**src/rtl/phy_reset_seq_pkg.sv**
```systemverilog
// rtl/phy_reset_seq_pkg.sv - shared width constant and saturating counter helper for the PHY reset sequencer
package phy_reset_seq_pkg;

  localparam int unsigned RST_COUNT_W = 8;

  // Increment that sticks at all-ones instead of wrapping
  function automatic logic [RST_COUNT_W-1:0] sat_inc(input logic [RST_COUNT_W-1:0] v);
    sat_inc = (v == {RST_COUNT_W{1'b1}}) ? v : v + RST_COUNT_W'(1);
  endfunction

endpackage

```
**src/rtl/phy_reset_seq.sv**
```systemverilog
// rtl/phy_reset_seq.sv - Ethernet PHY reset pulse and settle sequencer with software re-reset
module phy_reset_seq
  import phy_reset_seq_pkg::*;
#(
  parameter int unsigned RST_ASSERT_CYCLES = 1250000,
  parameter int unsigned RST_WAIT_CYCLES   = 6250
) (
  input  logic                   clk,
  input  logic                   resetn,
  input  logic                   soft_rst_req,
  output logic                   phy_reset_n,
  output logic                   phy_ready,
  output logic                   busy,
  output logic [RST_COUNT_W-1:0] rst_count
);

  localparam logic [1:0] S_ASSERT = 2'd0;
  localparam logic [1:0] S_WAIT   = 2'd1;
  localparam logic [1:0] S_READY  = 2'd2;

  // One counter serves both phases, so it is sized for the longer one
  localparam int unsigned CNT_MAX = (RST_ASSERT_CYCLES > RST_WAIT_CYCLES) ? RST_ASSERT_CYCLES : RST_WAIT_CYCLES;
  localparam int unsigned CNT_W   = (CNT_MAX > 1) ? $clog2(CNT_MAX) : 1;

  localparam logic [CNT_W-1:0] ASSERT_LOAD = CNT_W'(RST_ASSERT_CYCLES - 1);
  localparam logic [CNT_W-1:0] WAIT_LOAD   = CNT_W'(RST_WAIT_CYCLES - 1);

  logic [1:0]             state_q, state_d;
  logic [CNT_W-1:0]       cnt_q, cnt_d;
  logic [RST_COUNT_W-1:0] rst_count_q, rst_count_d;
  logic                   phy_reset_n_q, phy_reset_n_d;
  logic                   phy_ready_q, phy_ready_d;
  logic                   busy_q, busy_d;

  // State, counter and output registers; resetn forces the start of a fresh sequence
  always_ff @(posedge clk or negedge resetn) begin
    if (!resetn) begin
      state_q       <= S_ASSERT;
      cnt_q         <= ASSERT_LOAD;
      rst_count_q   <= '0;
      phy_reset_n_q <= 1'b0;
      phy_ready_q   <= 1'b0;
      busy_q        <= 1'b1;
    end else begin
      state_q       <= state_d;
      cnt_q         <= cnt_d;
      rst_count_q   <= rst_count_d;
      phy_reset_n_q <= phy_reset_n_d;
      phy_ready_q   <= phy_ready_d;
      busy_q        <= busy_d;
    end
  end

  // Next state and counter; a software request outranks any terminal count
  always_comb begin
    state_d     = state_q;
    cnt_d       = cnt_q;
    rst_count_d = rst_count_q;
    case (state_q)
      S_ASSERT: begin
        if (soft_rst_req) begin
          cnt_d = ASSERT_LOAD;
        end else if (cnt_q == '0) begin
          state_d = S_WAIT;
          cnt_d   = WAIT_LOAD;
        end else begin
          cnt_d = cnt_q - CNT_W'(1);
        end
      end
      S_WAIT: begin
        if (soft_rst_req) begin
          state_d = S_ASSERT;
          cnt_d   = ASSERT_LOAD;
        end else if (cnt_q == '0) begin
          state_d     = S_READY;
          rst_count_d = sat_inc(rst_count_q);
        end else begin
          cnt_d = cnt_q - CNT_W'(1);
        end
      end
      S_READY: begin
        if (soft_rst_req) begin
          state_d = S_ASSERT;
          cnt_d   = ASSERT_LOAD;
        end
      end
      default: begin
        state_d = S_ASSERT;
        cnt_d   = ASSERT_LOAD;
      end
    endcase
  end

  // Output decode from the next state so the registered outputs line up with state_q
  always_comb begin
    phy_reset_n_d = (state_d != S_ASSERT);
    phy_ready_d   = (state_d == S_READY);
    busy_d        = (state_d != S_READY);
  end

  assign phy_reset_n = phy_reset_n_q;
  assign phy_ready   = phy_ready_q;
  assign busy        = busy_q;
  assign rst_count   = rst_count_q;

endmodule

```
**config.mk**
```make
export PLATFORM = sky130hd
export DESIGN_NAME = phy_reset_seq
export DESIGN_NICKNAME = d
export VERILOG_FILES = /design/src/rtl/phy_reset_seq_pkg.sv /design/src/rtl/phy_reset_seq.sv
export SDC_FILE = /design/constraint.sdc
export NUM_CORES = 1
export LEC_CHECK = 0
export CORE_MARGIN = 4
export CORE_UTILIZATION = 40
export DETAILED_ROUTE_END_ITERATION = 10
export SLEW_MARGIN = 15
export SYNTH_ARGS = -nofsm -noshare
export SYNTH_HDL_FRONTEND = slang
export SYNTH_SLANG_ARGS = --single-unit
```
**constraint.sdc**
```tcl
create_clock -name clk -period 2.5 [get_ports clk]
set_clock_uncertainty 0.15 [all_clocks]
set_input_delay 0.5 -clock clk [delete_from_list [all_inputs] [get_ports clk]]
set_output_delay 0.5 -clock clk [all_outputs]
set_load 0.02 [all_outputs]
```
==> out/qor.yml, run 1 <==
num_io_pins: 14
ys_ff_latch: 34
switching_share_pct: 23.6
leakage_nw: 0.969
rows: 25
pre_cts_ws_ns: 0.0305
max_cap_viol_count: 0
drc: 0
p_switching_mw: 0.238
min_period_over_period_pct: 92.4
final_cell_mix: "dfrtp_1, nor2_1, nor3_1, nand3_1"
first_pass_iters: 4
path_buf_inv: 1
cp.arrival_ns: 2.33
ant_nets: 0
antenna_found_initial: 0
areaGrowthSynthToFinish_pct: 17.4
post_dp_cell_area_sq_um: 2300
clkPwrFrac_pct: 38.9
cts_buffers: 5
start_util_pct: 42.3
synth_nets: 219
clock_sinks: 34
finalPower_mw: 1.01
stdcell_count: 307
grt_max_degree: 35
power_density_nw_per_um2: 422
fmax_mhz: 433
critPathTopFamily: "simple AND/OR/NAND/NOR gates"
crit_path_top_delay_cell: "or3_1"
vdd_drop_max_mv: 0.247
setup_ws_ns: 0.189
synthFlopType: "dfrtp_1"
critical_path_class: "register to register"
yosysWarnings: 0
die_h_um: 79.4
synth_cell_types: 58
hold_viol: 0
pwr-share-seq_pct: 55.8
die_w_um: 79.4
cts_setup_buffers: 0
clockRootBuffer: "clkbuf_8"
relSlewSlack_pct: 69.5
synthArstFlopShare_pct: 100
slew_viol_final: 0
cts_buffer_depth: 2
synth-edff-count: 0
cts.clk_slew.worst_paths_ns: 0.07
drtIter0Drc: 104
syn_inst: 213
syn_avg_cell_area_sq_um: 9.57
worst_slew_pin_slew_ns: 0.454
htree_levels: 2
die_area_sq_um: 6300
cp_max_fo: 6
core_sq_um: 4820
setup_tns_ns: 0
setup_viol: 0
grt_overflow_total: 0
synth_area_sq_um: 2040
grt_pass1_vias: 1643
p_comb_share_pct: 5.3
status: "complete, no violations"
start_kind: "register"
dp_hpwl_mm: 3.54
yosysSeqAreaShare_pct: 42.5
fin_worst_hold_slack_ns: 0.343
max_stage_delay_ns: 0.50
num_vias: 1760
post-route-cell-area_sq_um: 2390
layout_commonest_cell: "dfrtp_1"
crit_chain: "inv_1, ha_1, nor4b_4, nand3_1, or3_1, a31oi_1, o32ai_1"
routed_via_density: 5.73
finalCriticalPeriod_ns: 2.31
rsz0062_at_grt: "false"
p_int_mw: 0.771
clk_latency_ns: 0.29
cts_tree: "done"
routed_wirelength_mm: 4.85
post-route-util_pct: 49.7
wl_per_cell_um: 15.8
cts_resized: 0
grtUsageTotal_pct: 17.0
final_nets: 245
dp.cells: 299
antenna_cells: 0
place_congestion: 0.923
cp.required_ns: 2.52
cts-hold-fix-buffers: 0
drive_gt1_share_pct: 22.5
numPortBuffers: 13
grt_pass1_wl_mm: 8.30
crit_path_end_kind: "register"
hold_path_class: "register to register"
## cell families (layout without fill, tap and decap cells)
logic type	after synthesis	count (layout)	synth area share (%)
buf+inv	20	47	4.91
xor+xnor	8	8	3.44
fa+ha+maj	3	3	1.84
simple gates	101	101	30.6
flops	34	34	42.5
mux	1	1	0.552
compound gates	46	46	16.1
## synthesized netlist by cell type (2+ instances only)
cell	n	share of area (%)
a21o_1	2	0.74
a21oi_1	14	3.4
a31oi_1	8	2.5
a41oi_1	2	0.86
and3_1	3	0.92
buf_2	2	0.49
buf_4	2	0.74
buf_6	2	1.1
clkbuf_1	2	0.37
dfrtp_1	22	27
dfstp_2	12	15
ha_1	3	1.8
inv_1	12	2.2
nand2_1	13	2.4
nand2b_1	2	0.61
nand3_1	15	3.7
nand4_1	6	1.8
nor2_1	19	3.5
nor2_4	2	1.1
nor3_1	15	3.7
nor3_2	3	1.5
nor4_4	3	3.1
o21ai_0	3	0.74
o32ai_1	2	0.86
or3_1	4	1.2
or3b_1	2	0.86
xnor2_1	6	2.6
xor2_1	2	0.86
## cell type report
| cell class | count | area, sq um |
|---|---|---|
| clock buffer | 6 | 72.6 |
| clock inverter | 2 | 10.0 |
| fill | 467 | 2420 |
| inverter | 12 | 45.0 |
| multi-input combinational | 159 | 1080 |
| sequential | 34 | 866 |
| tap | 67 | 83.8 |
| timing repair buffer | 27 | 235 |
## flip-flops by register name (all words and copies together) (netlist names)
name and cells:
state_q 2, phy_ready 1, busy 1, phy_reset_n 1, cnt_q 21, rst_count 8
## layer usage
layer	vias to the layer above	share of wire, %	global-route usage, %
li1	843	-	-
met2	55	47	26.5
met4	0	1.9	7.04
met3	12	6.2	3.50
met5	-	0	0
met1	850	45	22.8
## worst paths after layout
kind	cells after the start	slack, ns	start	endpoint
hold reg to reg	1	0.34	rst_count[5]	rst_count[5]
max in group asynchronous	2	1.37	resetn	busy
setup reg to reg	7	0.19	cnt_q[0]	cnt_q[13]
min in group asynchronous	2	0.46	resetn	rst_count[5]
hold / removal	1	0.34	rst_count[5]	rst_count[5]
setup / recovery	7	0.19	cnt_q[0]	cnt_q[13]
## power by group through the flow
stage | Combinational, mW | Sequential [mW] | Clock [mW]
after detailed placement | 0.0546 | 0.573 | 0
after CTS | 0.0548 | 0.563 | 0.412
after floorplan | 0.0289 | 0.572 | 0
after global placement | 0.0535 | 0.573 | 0
after global routing | 0.0607 | 0.564 | 0.430
final | 0.0535 | 0.564 | 0.392
No activity file was read; power rests on OpenSTA's default activity.
==> inputs of run 2 (changes only) <==
--- a/config.mk
+++ b/config.mk
@@ -7,6 +7,7 @@
 export LEC_CHECK = 0
 export CORE_MARGIN = 4
 export CORE_UTILIZATION = 40
+export CTS_CLUSTER_DIAMETER = 60
 export DETAILED_ROUTE_END_ITERATION = 10
 export SLEW_MARGIN = 15
 export SYNTH_ARGS = -nofsm -noshare
==> results of run 2 <==
Same layout as run 1: the final DEF is identical, and so are final timing and power.
